===== src/rtl/motor_pkg.sv =====
`default_nettype none
// ============================================================================
// motor_pkg : shared types and op-to-side mapping for motor_drive_sequencer
// Revision  : 1.0 - initial release
// ============================================================================
package motor_pkg;

  typedef enum logic [2:0] {
    OP_STOP   = 3'd0,
    OP_FWD    = 3'd1,
    OP_REV    = 3'd2,
    OP_TURN_L = 3'd3,
    OP_TURN_R = 3'd4
  } op_e;

  typedef enum logic [1:0] {
    ST_IDLE  = 2'd0,
    ST_RUN   = 2'd1,
    ST_COAST = 2'd2
  } state_e;

  // Bit order is {in1/in3, in2/in4} of one bridge half.
  typedef enum logic [1:0] {
    DIR_OFF = 2'b00,
    DIR_FWD = 2'b10,
    DIR_REV = 2'b01
  } dir_e;

  typedef struct packed {
    dir_e left;
    dir_e right;
  } side_pair_t;

  // Unknown op codes fall through to the all-off pair, i.e. behave as STOP.
  function automatic side_pair_t op_to_sides(input logic [2:0] op);
    side_pair_t s;
    s.left  = DIR_OFF;
    s.right = DIR_OFF;
    case (op)
      OP_FWD:    begin s.left = DIR_FWD; s.right = DIR_FWD; end
      OP_REV:    begin s.left = DIR_REV; s.right = DIR_REV; end
      OP_TURN_L: begin s.left = DIR_REV; s.right = DIR_FWD; end
      OP_TURN_R: begin s.left = DIR_FWD; s.right = DIR_REV; end
      default:   ;
    endcase
    return s;
  endfunction

  function automatic logic is_reversal(input dir_e cur, input dir_e nxt);
    return ((cur == DIR_FWD) && (nxt == DIR_REV)) ||
           ((cur == DIR_REV) && (nxt == DIR_FWD));
  endfunction

endpackage
`default_nettype wire


===== src/rtl/motor_drive_sequencer_pwm.sv =====
`default_nettype none
// ============================================================================
// motor_pwm : free-running PWM counter with duty compare against shared speed
// Revision  : 1.0 - initial release
// ============================================================================
module motor_pwm
  import motor_pkg::*;
#(
  parameter int PWM_BITS = 8
) (
  input  logic                clk,
  input  logic                rst_n,
  input  logic [PWM_BITS-1:0] speed,
  output logic                pwm_hit
);

  logic [PWM_BITS-1:0] cnt_q, cnt_d;

  always_comb cnt_d = cnt_q + PWM_BITS'(1);

  always_ff @(posedge clk or negedge rst_n) begin
    if (!rst_n) cnt_q <= '0;
    else        cnt_q <= cnt_d;
  end

  assign pwm_hit = (cnt_q < speed);

endmodule
`default_nettype wire


===== src/rtl/motor_drive_sequencer.sv =====
`default_nettype none
// ============================================================================
// motor_drive_sequencer : command sequencer driving two L298N H-bridges
// Revision              : 1.0 - initial release
// ============================================================================
module motor_drive_sequencer
  import motor_pkg::*;
#(
  parameter int PWM_BITS   = 8,
  parameter int TICK_DIV   = 1000,
  parameter int DEAD_TICKS = 50
) (
  input  logic                clk,
  input  logic                rst_n,
  input  logic                e_stop,
  input  logic                cmd_valid,
  output logic                cmd_ready,
  input  logic [2:0]          cmd_op,
  input  logic [PWM_BITS-1:0] cmd_speed,
  input  logic [15:0]         cmd_duration,
  output logic                busy,
  output logic                done,
  output logic                drv1_motor_a_en,
  output logic                drv1_motor_b_en,
  output logic                drv2_motor_a_en,
  output logic                drv2_motor_b_en,
  output logic                drv1_motor_a_in1,
  output logic                drv1_motor_a_in2,
  output logic                drv1_motor_b_in3,
  output logic                drv1_motor_b_in4,
  output logic                drv2_motor_a_in1,
  output logic                drv2_motor_a_in2,
  output logic                drv2_motor_b_in3,
  output logic                drv2_motor_b_in4
);

  localparam int PRE_W  = $clog2(TICK_DIV);
  localparam int DEAD_W = $clog2(DEAD_TICKS + 1);
  localparam logic [PRE_W-1:0]  PRE_LAST  = PRE_W'(TICK_DIV - 1);
  localparam logic [DEAD_W-1:0] DEAD_LOAD = DEAD_W'(DEAD_TICKS);

  state_e              state_q, state_d;
  dir_e                left_q, left_d, right_q, right_d;
  logic [PWM_BITS-1:0] speed_q, speed_d;
  logic [15:0]         dur_q, dur_d;
  logic                timed_q, timed_d;
  logic [PRE_W-1:0]    pre_q, pre_d;
  logic [DEAD_W-1:0]   coast_q, coast_d;
  logic [7:0]          pins_q, pins_d;
  logic [3:0]          en_q, en_d;
  logic                busy_q, busy_d;
  logic                ready_q, ready_d;
  logic [1:0]          exp_sr_q, exp_sr_d;
  logic                done_q, done_d;

  logic       w_tick, w_accept, w_new_stop, w_expire, w_expired, w_run, w_hit;
  side_pair_t w_new;

  motor_pwm #(.PWM_BITS(PWM_BITS)) u_pwm (
    .clk     (clk),
    .rst_n   (rst_n),
    .speed   (speed_q),
    .pwm_hit (w_hit)
  );

  assign w_tick     = (pre_q == PRE_LAST);
  assign w_accept   = cmd_valid && ready_q && !e_stop;
  assign w_new      = op_to_sides(cmd_op);
  assign w_new_stop = (w_new.left == DIR_OFF) || (cmd_speed == '0);
  assign w_expire   = w_tick && timed_q && (dur_q == 16'd1);

  always_comb begin
    state_d   = state_q;
    left_d    = left_q;
    right_d   = right_q;
    speed_d   = speed_q;
    dur_d     = dur_q;
    timed_d   = timed_q;
    coast_d   = coast_q;
    w_expired = 1'b0;
    pre_d     = w_tick ? '0 : pre_q + PRE_W'(1);
    if (timed_q && w_tick && (dur_q != 16'd0)) dur_d = dur_q - 16'd1;
    if ((state_q == ST_COAST) && w_tick) coast_d = coast_q - DEAD_W'(1);

    if (e_stop) begin
      state_d = ST_IDLE;
    end else if (w_accept) begin
      pre_d = '0;
      if (w_new_stop) begin
        state_d = ST_IDLE;
      end else begin
        left_d  = w_new.left;
        right_d = w_new.right;
        speed_d = cmd_speed;
        dur_d   = cmd_duration;
        timed_d = (cmd_duration != 16'd0);
        // The duration keeps counting through the coast, so it is measured from acceptance.
        if ((state_q == ST_RUN) &&
            (is_reversal(left_q, w_new.left) || is_reversal(right_q, w_new.right))) begin
          state_d = ST_COAST;
          coast_d = DEAD_LOAD;
        end else begin
          state_d = ST_RUN;
        end
      end
    end else if ((state_q != ST_IDLE) && w_expire) begin
      state_d   = ST_IDLE;
      w_expired = 1'b1;
    end else if ((state_q == ST_COAST) && w_tick && (coast_q == DEAD_W'(1))) begin
      state_d = ST_RUN;
    end
  end

  always_comb begin
    w_run    = (state_q == ST_RUN);
    pins_d   = w_run ? {left_q, left_q, right_q, right_q} : 8'h00;
    en_d     = {4{w_run && w_hit}} &
               {(left_q != DIR_OFF), (left_q != DIR_OFF), (right_q != DIR_OFF), (right_q != DIR_OFF)};
    busy_d   = (state_q != ST_IDLE);
    ready_d  = (state_d != ST_COAST) && !e_stop;
    // Two stages so done lands one cycle after the pins have gone off.
    exp_sr_d = {exp_sr_q[0], w_expired};
    done_d   = exp_sr_q[1];
  end

  always_ff @(posedge clk or negedge rst_n) begin
    if (!rst_n) begin
      state_q  <= ST_IDLE;
      left_q   <= DIR_OFF;
      right_q  <= DIR_OFF;
      speed_q  <= '0;
      dur_q    <= '0;
      timed_q  <= 1'b0;
      pre_q    <= '0;
      coast_q  <= '0;
      pins_q   <= '0;
      en_q     <= '0;
      busy_q   <= 1'b0;
      ready_q  <= 1'b1;
      exp_sr_q <= '0;
      done_q   <= 1'b0;
    end else begin
      state_q  <= state_d;
      left_q   <= left_d;
      right_q  <= right_d;
      speed_q  <= speed_d;
      dur_q    <= dur_d;
      timed_q  <= timed_d;
      pre_q    <= pre_d;
      coast_q  <= coast_d;
      pins_q   <= pins_d;
      en_q     <= en_d;
      busy_q   <= busy_d;
      ready_q  <= ready_d;
      exp_sr_q <= exp_sr_d;
      done_q   <= done_d;
    end
  end

  assign cmd_ready        = ready_q;
  assign busy             = busy_q;
  assign done             = done_q;
  assign drv1_motor_a_en  = en_q[3];
  assign drv1_motor_b_en  = en_q[2];
  assign drv2_motor_a_en  = en_q[1];
  assign drv2_motor_b_en  = en_q[0];
  assign drv1_motor_a_in1 = pins_q[7];
  assign drv1_motor_a_in2 = pins_q[6];
  assign drv1_motor_b_in3 = pins_q[5];
  assign drv1_motor_b_in4 = pins_q[4];
  assign drv2_motor_a_in1 = pins_q[3];
  assign drv2_motor_a_in2 = pins_q[2];
  assign drv2_motor_b_in3 = pins_q[1];
  assign drv2_motor_b_in4 = pins_q[0];

endmodule
`default_nettype wire


===== config.mk =====
export PLATFORM = sky130hd
export DESIGN_NAME = motor_drive_sequencer
export DESIGN_NICKNAME = d
export VERILOG_FILES = /design/src/rtl/motor_pkg.sv /design/src/rtl/motor_drive_sequencer_pwm.sv /design/src/rtl/motor_drive_sequencer.sv
export SDC_FILE = /design/constraint.sdc
export NUM_CORES = 1
export LEC_CHECK = 0
export ABC_AREA = 1
export CORE_AREA = 2 2 85 87
export CTS_BUF_LIST = sky130_fd_sc_hd__clkbuf_4
export CTS_CLUSTER_DIAMETER = 40
export CTS_CLUSTER_SIZE = 30
export DETAILED_ROUTE_END_ITERATION = 10
export DIE_AREA = 0 0 87 89
export PLACE_DENSITY_LB_ADDON = 0.08
export SYNTH_ARGS = -nofsm -noshare
export SYNTH_HDL_FRONTEND = slang
export SYNTH_SLANG_ARGS = --single-unit

===== constraint.sdc =====
create_clock -name clk -period 1.8 [get_ports clk]
set_input_delay 0.54 -clock clk [delete_from_list [all_inputs] [get_ports clk]]
set_output_delay 0.54 -clock clk [all_outputs]
set_load 0.01 [all_outputs]

==> results of run 1 <==
registers in the layout, summed over array words and instances, names as in the netlist:
register and count:
pins_q 4, dur_q 16, busy 1, done 1
exp_sr_q 2, u_pwm.cnt_q 8, pre_q 10, coast_q 6
left_q 2, cmd_ready 1, timed_q 1, en_q 2
speed_q 8, right_q 2, state_q 2
power by group through the flow:
stage / clock, uW / sequential (uW) / combinational [uW]
final: 995 / 1870 / 855
after global routing: 1100 / 1890 / 985
after CTS: 1010 / 1850 / 809
after detailed placement: 0 / 1870 / 809
after global placement: 0 / 1870 / 781
after floorplan: 0 / 1840 / 532
cells in the final DEF, fill, tap and decap left out, types with 9 or more instances in the layout:
| cell type | count |
|---|---|
| nand2_1 | 106 |
| dfrtp_1 | 65 |
| inv_1 | 63 |
| nor2_1 | 60 |
| buf_4 | 31 |
| clkdlybuf4s50_1 | 27 |
| nand3_1 | 20 |
| o21ai_0 | 18 |
| dlygate4sd2_1 | 14 |
| ha_1 | 13 |
| xor2_1 | 12 |
| a21oi_1 | 12 |
| xnor2_1 | 9 |
| clkbuf_4 | 9 |
timing repair:
item                       4_1_cts  5_1_grt
resized for setup               15       26
setup endpoints to repair       15       31
gates cloned                     0        3
pin swaps                        0       10
buffers inserted                 0        9
how the worst max path moves through the flow:
stage / end / slack, ps / cells after the start
after global routing: dur_q[3] / -90 / 12
after global placement: dur_q[12] / -370 / 11
after CTS: dur_q[12] / 20 / 11
final: dur_q[3] / 60 / 12
after detailed placement: dur_q[9] / -430 / 11
after floorplan: dur_q[9] / 270 / 10
routing by layer:
layer / up-vias / share of wire [%]
met5: - / 0
met4: 0 / 1.9
met3: 14 / 4.4
met2: 76 / 48
met1: 1462 / 46
li1: 1622 / -
through the flow:
stage,cell area (um^2),std cells
2_1_floorplan,3660,462
3_3_place_gp,4330,601
3_5_place_dp,4330,601
4_1_cts,4450,617
5_1_grt,4620,629
6_report,4620,629
cells by family (layout without fill, tap and decap cells):
group,after synthesis,in the layout,share of synthesized area [%]
xor gates and xnor gates,21,21,5.02
DFF,66,66,45.1
adders and majority gates,14,14,4.78
and+or+nand+nor,227,228,27.0
buffers and inverters,80,166,9.63
AOI/OAI and AO/OA,54,54,8.43
critical path, stage by stage, from the launching register on:
cell	delay, ps
dfrtp_1	420
ha_4	170
nand2_4	60
nor2_4	140
nand3_4	100
nor2_4	230
nand2_8	130
nor2_4	140
nand2_1	60
nand2_1	60
nand3_1	60
nand2_1	60
inv_1	40
cell usage after synthesis, types with 2 or more instances:
cell	n	area [um^2]
a21oi_1	13	65.1
a31oi_1	4	25.0
buf_2	5	25.0
buf_4	6	45.0
dfrtp_1	65	1630
ha_1	14	175
inv_1	66	248
nand2_1	108	405
nand2_2	3	18.8
nand3_1	20	100
nand3_2	2	20.0
nand3b_1	2	15.0
nand4_1	6	37.5
nor2_1	62	233
nor2_2	7	43.8
nor2_4	2	22.5
nor3_1	5	25.0
nor3b_1	2	15.0
nor4_1	5	31.3
o211ai_1	4	30.0
o21a_1	4	30.0
o21ai_0	20	100
o21ai_1	6	30.0
xnor2_1	9	78.8
xor2_1	12	105
layout make-up:
class	instances	area (um^2)	share of cell area [%]
tap	80	100	2.17
inverter	67	264	5.71
sequential	66	1650	35.8
clock inverter	7	68.8	1.49
timing repair buffer	83	741	16.0
clock buffer	9	67.6	1.46
multi-input combinational	317	1730	37.4
==> flow_summary_export.csv, run 1 <==
group,metric,value,unit
global_route,gr-usage-met1,27.6,%
global_route,top_usage_layer,"met2",
critical_path,arrival,2070,ps
cts,clockRootBuffer,"clkbuf_4",
detailed_routing,drt_iter0_drc,127,
detailed_routing,drcViolationCount,0,
power_and_ir_drop,switching_share,32.8,%
layout,post-route-util,68.8,%
global_route,grt_max_degree,67,
floorplan,die_y,89,um
sta,max-slew-margin-rel,74.1,%
placed_design,hpwl,5.75,mm
cts,clk_pin_slew_worst_paths,120,ps
sta,worst_slack,55.5,ps
layout,drive_gt1_share,15.1,%
synthesis,synth_area,3660,um^2
synthesis,avgSynthCellArea,7.93,um^2
detailed_routing,vias,3174,
sta,holdWs,124,ps
global_route,grt_pass1_vias,3101,
critical_path,reg2reg_slack,60,ps
cts,worstSkewPairLatency,410,ps
layout,synthToLayoutAreaGrowth,26.1,%
power_and_ir_drop,pwr-share-comb,23.0,%
power_and_ir_drop,p_leak,0.00231,uW
sta,worstMarginPinSlew,388,ps
global_route,antenna_found_initial,0,
placed_design,pre_cts_slack,-427,ps
synthesis,synth_cell_type_count,35,
synthesis,ys_seq_area_share,45.1,%
critical_path,r2r-end,"dur_q[3]",
sta,fin_crit_sh,96.9,%
global_route,grt.overflow.total,0,
min_path,min-delay-path-class,"in2async",
synthesis,yosys_register_bits,66,
global_route,grt.total_usage,21.9,%
floorplan,initial_utilization,54.5,%
sta,setup_tns,0,ps
sta,fin_crit,1740,ps
power_and_ir_drop,power.internal,2500,uW
floorplan,core-area,6720,um^2
synthesis,ys.flop_type,"dfrtp_1",
layout,antenna_cells,0,
sta,rsz0062_at_grt,"yes",
power_and_ir_drop,p_clk_share,26.8,%
sta,setup-violations-final,0,
synthesis,async_flop_share,100,%
global_route,grt_first_pass_wirelength,13.3,mm
critical_path,worstPathRequired,2120,ps
sta,fmax,573,MHz
sta,hold_violations,0,
floorplan,die_w,87,um
detailed_routing,viasPerCell,5.05,
synthesis,syn-num-nets,507,
cts,htreeDepth,3,
synthesis,ys_warn_count,0,
floorplan,dieArea,7740,um^2
detailed_routing,firstDrtPassIters,4,
detailed_routing,ant_nets,0,
global_route,use_met2,37.1,%
power_and_ir_drop,finalPower,3720,uW
cts,clockBufferDepth,2,
floorplan,ios,46,
critical_path,rr_startpoint,"pre_q[0]",
power_and_ir_drop,p_sw,1220,uW
floorplan,rows,30,
power_and_ir_drop,peakVddDrop,0.385,mV
job,cap_violations,0,
critical_path,reg2reg_depth,12,
sta,slew_viol_final,0,
run_status,status,"complete, no violations",
critical_path,path_max_fanout,8,
cts,hold_buffers,0,
power_and_ir_drop,seqPwrFrac,50.2,%
synthesis,synth-edff-count,0,
synthesis,synthCells,462,
detailed_routing,wire_per_inst,12.9,um
placed_design,numPortBuffers,45,
placed_design,gp_congestion,0.928,
critical_path,worstSetupStartpointType,"register",
critical_path,worstSetupPathType,"reg2reg",
layout,num-fill-cells,561,
cts,cts_sinks,66,
global_route,grtUsageMet3,5.08,%
sta,skew,8.86,ps
detailed_routing,routed_wirelength,8.11,mm
cts,cts_tree,"done",
layout,nNetsFinal,589,
power_and_ir_drop,p_per_area,804,nW/um^2
cts,numCtsBuffers,9,
critical_path,critical_path.startpoint,"pre_q[0]",
critical_path,cp-end-kind,"register",
No activity file was read; power rests on OpenSTA's default activity.
==> run 2, diff against run 1 <==
- GPL_TIMING_DRIVEN: unset -> 0
- SLEW_MARGIN: unset -> 10
==> run 2 against run 1 <==
Largest cell class unchanged. Clock power is 12% higher. Die area stayed put. Critical path type unchanged. Global-route usage is 0.24 points higher. Combinational power is 3.6% lower. Total power is 2.1% higher. Register-to-register slack worse by 20 ps. Critical path depth is 1 lower. Clock skew is 12 ps higher. Design area is 1.3% lower. Clock-buffer cell count is 1 higher. Routed wire length is 3.7% higher. Setup slack worse by 21 ps. Largest power group unchanged.
==> flow_summary_export.csv, run 2 (synthesized netlist as in run 1, its figures left out) <==
group,metric,value,unit
run_status,status,"complete, no violations",
placed_design,dpl.cell_count,588,
global_route,antenna_found_initial,0,
detailed_routing,drt_iter0_drc,156,
cts,clk_pin_slew_worst_paths,120,ps
cts,clockRootBuffer,"clkbuf_4",
sta,worst_slack,34.2,ps
global_route,grt.total_usage,22.2,%
detailed_routing,top_layer,"met4",
detailed_routing,viasPerCell,5.20,
sta,slew_viol_final,0,
detailed_routing,m1WireLength,3.77,mm
layout,largest_register,"dur_q",
global_route,grt_pass1_vias,2986,
sta,setup-violations-final,0,
critical_path,cp-end-kind,"register",
critical_path,worstPathRequired,2120,ps
floorplan,die_w,87,um
critical_path,reg2reg_slack,30,ps
floorplan,core-area,6720,um^2
detailed_routing,dr_wl_met3,398,um
layout,largest_registers,"dur_q (16), pre_q (10)",
layout,synthToLayoutAreaGrowth,24.4,%
layout,final_common_cell,"nand2_1",
floorplan,rows,30,
detailed_routing,routed_wirelength,8.41,mm
detailed_routing,vias,3186,
layout,antenna_cells,0,
detailed_routing,ant_nets,0,
cts,numCtsBuffers,9,
cts,clockBufferDepth,2,
placed_design,numPortBuffers,45,
layout,instances_no_fill,613,
placed_design,postPlaceCellArea,4230,um^2
sta,max-slew-margin-rel,71.3,%
cts,htreeDepth,3,
detailed_routing,wire_per_inst,13.7,um
placed_design,pre_cts_slack,-596,ps
placed_design,hpwl,6.07,mm
floorplan,initial_utilization,54.5,%
floorplan,ios,46,
critical_path,worstSetupStartpointType,"register",
power_and_ir_drop,p_per_area,832,nW/um^2
cts,cts_sinks,66,
placed_design,gp_congestion,0.940,
sta,hold_violations,0,
global_route,grt_first_pass_wirelength,13.4,mm
floorplan,dieArea,7740,um^2
floorplan,die_y,89,um
power_and_ir_drop,p_leak,0.00227,uW
detailed_routing,drcViolationCount,0,
min_path,min-delay-path-class,"in2async",
power_and_ir_drop,peakVddDrop,0.578,mV
layout,layout_common_cells,"nand2_1, dfrtp_1, inv_1, nor2_1, clkdlybuf4s50_1",
sta,fin_crit,1770,ps
sta,worstMarginPinSlew,426,ps
layout,largest_register_ffs,16,
critical_path,path_max_fanout,6,
sta,fin_crit_sh,98.1,%
job,cap_violations,0,
sta,rsz0062_at_grt,"yes",
layout,drive_gt1_share,13.7,%
sta,skew,20.7,ps
global_route,grt.overflow.total,0,
detailed_routing,routed-wl-met2,4.11,mm
detailed_routing,firstDrtPassIters,4,
critical_path,worstSetupPathType,"reg2reg",
layout,nNetsFinal,573,
cts,worstSkewPairLatency,410,ps
cts,cts_tree,"done",
layout,fin_area,4560,um^2
critical_path,arrival,2080,ps
global_route,grt_max_degree,37,
sta,fmax,566,MHz
[run 2: path summary, 6_finish.rpt]
kind | startpoint | endpoint | cells past startpoint
min in group clk | exp_sr_q[1] | done | 0
worst min register to register | exp_sr_q[1] | done | 0
max in group asynchronous | rst_n | coast_q[1] | 2
worst min-delay path | rst_n | u_pwm.cnt_q[2] | 1
worst max-delay path | pre_q[1] | dur_q[0] | 11
worst max register to register | pre_q[1] | dur_q[0] | 11
[run 2: worst max-delay path: stages (launching register included)]
cell	delay [ps]
dfrtp_1	370
ha_2	210
nand2_4	70
nor2_4	140
nand3_4	100
nor2_4	190
nand2_4	120
inv_6	100
buf_8	120
nor2_2	40
o21ai_1	160
nand2_1	70
[run 2: through the flow]
stage	hold slack (ps)	setup TNS, ps	utilization, %	power (uW)
2_1_floorplan	244	0	-	2370
3_3_place_gp	332	-151460	62.7	2620
3_5_place_dp	336	-20730	63.0	2640
4_1_cts	37.6	0	65.6	3750
5_1_grt	53.3	-770	67.9	4020
6_report	41.6	0	67.9	3800
[run 2: metal layers]
layer | vias to the layer above | global-route usage, %
met5 | - | 0
met1 | 1496 | 29.1
li1 | 1593 | -
met3 | 12 | 3.60
met4 | 0 | 9.09
met2 | 85 | 36.8
[run 2: repair_timing]
action	4_1_cts	5_1_grt
resized for setup	19	33
hold buffers	0	0
buffers inserted	3	4
gates cloned	0	2
setup endpoints to repair	45	30
pin swaps	1	12
[run 2: power by group]
part           switching (uW)  total [uW]  internal, uW
Sequential                183        1860          1680
Clock                     539        1110           571
Combinational             458         824           366
[run 2: layout make-up]
cell class                 instances  area [um^2]
timing repair buffer              55          548
clock buffer                      10         75.1
fill                             571         2160
inverter                          67          256
clock inverter                     6         81.3
buffer                            13          116
sequential                        66         1650
tap                               80          100
multi-input combinational        316         1730
==> run 3, diff against run 2 <==
- MAX_ROUTING_LAYER: unset -> met4
==> run 3 against run 2 <==
Sequential share of layout area down 0.57 points. Total power up 1.2%. Clock power about the same. Register-to-register slack about the same. Non-clock buffer count up 7. Global-route usage up 1.0 points. Cell count up 1.1%. Sequential power about the same.
==> flow_summary_export.csv, run 3 (synthesized netlist as in run 1, its figures left out) <==
group,metric,value,unit
critical_path,reg2reg_slack,40,ps
layout,final_common_cell,"nand2_1",
floorplan,die_y,89,um
power_and_ir_drop,p_per_area,829,nW/um^2
critical_path,cp_slowest_stage_delay,460,ps
power_and_ir_drop,peakVddDrop,0.463,mV
floorplan,dieArea,7740,um^2
placed_design,gp_congestion,0.944,
cts,clk_pin_slew_worst_paths,120,ps
floorplan,core-area,6720,um^2
layout,layout_common_cells,"nand2_1, dfrtp_1, inv_1, nor2_1, clkdlybuf4s50_1",
floorplan,rows,30,
floorplan,die_w,87,um
job,cap_violations,0,
layout,antenna_cells,0,
run_status,status,"complete, no violations",
power_and_ir_drop,switching_share,31.3,%
sta,fin_crit_sh,98.0,%
power_and_ir_drop,finalPower,3840,uW
placed_design,numPortBuffers,45,
detailed_routing,vias,3204,
layout,fin_area,4630,um^2
cts,cts_sinks,66,
critical_path,cp-end-kind,"register",
cts,htreeDepth,3,
critical_path,arrival,2080,ps
detailed_routing,routed_wirelength,8.31,mm
critical_path,cpMaxStageDelayCell,"clkdlybuf4s50_1",
sta,hold_violations,0,
critical_path,worstSetupPathType,"in2reg",
power_and_ir_drop,p_sw,1200,uW
sta,holdWs,36.3,ps
floorplan,ios,46,
critical_path,path_max_fanout,5,
cts,numCtsBuffers,9,
layout,nNetsFinal,580,
layout,post-route-util,69.0,%
layout,drive_gt1_share,15.6,%
cts,worstSkewPairLatency,420,ps
layout,largest_register,"dur_q",
sta,worstMarginPinSlew,429,ps
placed_design,postPlaceCellArea,4230,um^2
sta,slew_viol_final,0,
cts,clockRootBuffer,"clkbuf_4",
detailed_routing,firstDrtPassIters,4,
power_and_ir_drop,p_clk_share,29.2,%
detailed_routing,drcViolationCount,0,
layout,largest_registers,"dur_q (16), pre_q (10)",
floorplan,initial_utilization,54.5,%
cts,cts_tree,"done",
global_route,grt_pass1_vias,3008,
sta,setup-violations-final,0,
power_and_ir_drop,seqPwrFrac,48.6,%
critical_path,worstSetupStartpointType,"input port",
sta,max-slew-margin-rel,71.1,%
sta,fmax,567,MHz
power_and_ir_drop,pwr-share-comb,22.3,%
placed_design,hpwl,6.06,mm
power_and_ir_drop,power.internal,2640,uW
global_route,antenna_found_initial,0,
layout,largest_register_ffs,16,
min_path,min-delay-path-class,"in2async",
detailed_routing,drt_iter0_drc,118,
sta,skew,23.0,ps
critical_path,path_cells,"clkdlybuf4s50_1 > inv_1 > nand2_1 > nand2_2 > a21oi_4 > nor2_1 > nand2_2 > buf_4 > or2_2 > nand2_1 > inv_1",
detailed_routing,viasPerCell,5.17,
sta,fin_crit,1760,ps
sta,rsz0062_at_grt,"yes",
power_and_ir_drop,p_leak,0.00229,uW
detailed_routing,wire_per_inst,13.4,um
layout,synthToLayoutAreaGrowth,26.4,%
cts,clockBufferDepth,2,
global_route,grt.total_usage,23.2,%
global_route,grt_max_degree,35,
critical_path,worstPathRequired,2120,ps
global_route,grt.overflow.total,0,
detailed_routing,ant_nets,0,
global_route,grt_first_pass_wirelength,13.6,mm
-- run 3: cell types whose count changed in the layout (fill, tap and decap cells not counted), moves of 3 or more --
cell     previous run  this run
buf_2               0         3
nand2_2             7        10
nand2_1           103        99
buf_4              15        20
o21ai_0            19        16
o21ai_1             6         9
-- run 3: through the flow --
| step | cells | TNS (ps) | setup slack, ps |
|---|---|---|---|
| 2_1_floorplan | 462 | 0 | 273 |
| 3_3_place_gp | 587 | -150930 | -1980 |
| 3_5_place_dp | 588 | -22050 | -621 |
| 4_1_cts | 604 | 0 | 6.62 |
| 5_1_grt | 620 | -970 | -89.5 |
| 6_report | 620 | 0 | 36.2 |
-- run 3: worst paths after layout --
check	end	start	cells after the start
worst max-delay path	dur_q[3]	cmd_op[2]	11
worst min-delay path	u_pwm.cnt_q[2]	rst_n	1
worst max register to register	dur_q[0]	pre_q[1]	11
worst min register to register	done	exp_sr_q[1]	0
max in group asynchronous	pre_q[8]	rst_n	2
min in group clk	done	exp_sr_q[1]	0
-- run 3: area by class of cell --
cell class	instances	area [um^2]
clock buffer	10	75.1
inverter	67	256
sequential	66	1650
buffer	13	109
tap	80	100
multi-input combinational	316	1750
fill	573	2090
clock inverter	6	81.3
timing repair buffer	62	612
-- run 3: worst max-delay path: cells and delay by family --
family,cells,cell delay (ps)
buf+inv,4,750
compound gates,1,70
simple gates,6,720
-- run 3: timing repair --
item,CTS,global route
pin swaps,0,13
hold buffers,0,0
gates cloned,0,2
resized for setup,22,29
buffers inserted,0,14
endpoints found under the hold margin,0,0
endpoints found under the setup margin,50,31
-- run 3: power groups by stage --
| stage | combinational (uW) | sequential (uW) | clock [uW] |
|---|---|---|---|
| 2_1_floorplan | 532 | 1840 | 0 |
| 3_3_place_gp | 745 | 1870 | 0 |
| 3_5_place_dp | 773 | 1870 | 0 |
| 4_1_cts | 780 | 1850 | 1140 |
| 5_1_grt | 980 | 1900 | 1210 |
| 6_report | 855 | 1870 | 1120 |
-- run 3: per-layer routing --
| metal | track usage, % | vias to the layer above | wire length (um) |
|---|---|---|---|
| li1 | - | 1616 | - |
| met5 | - | - | 0 |
| met2 | 37.1 | 91 | 3920 |
| met3 | 4.06 | 21 | 426 |
| met4 | 8.52 | 0 | 176 |
| met1 | 29.8 | 1476 | 3790 |
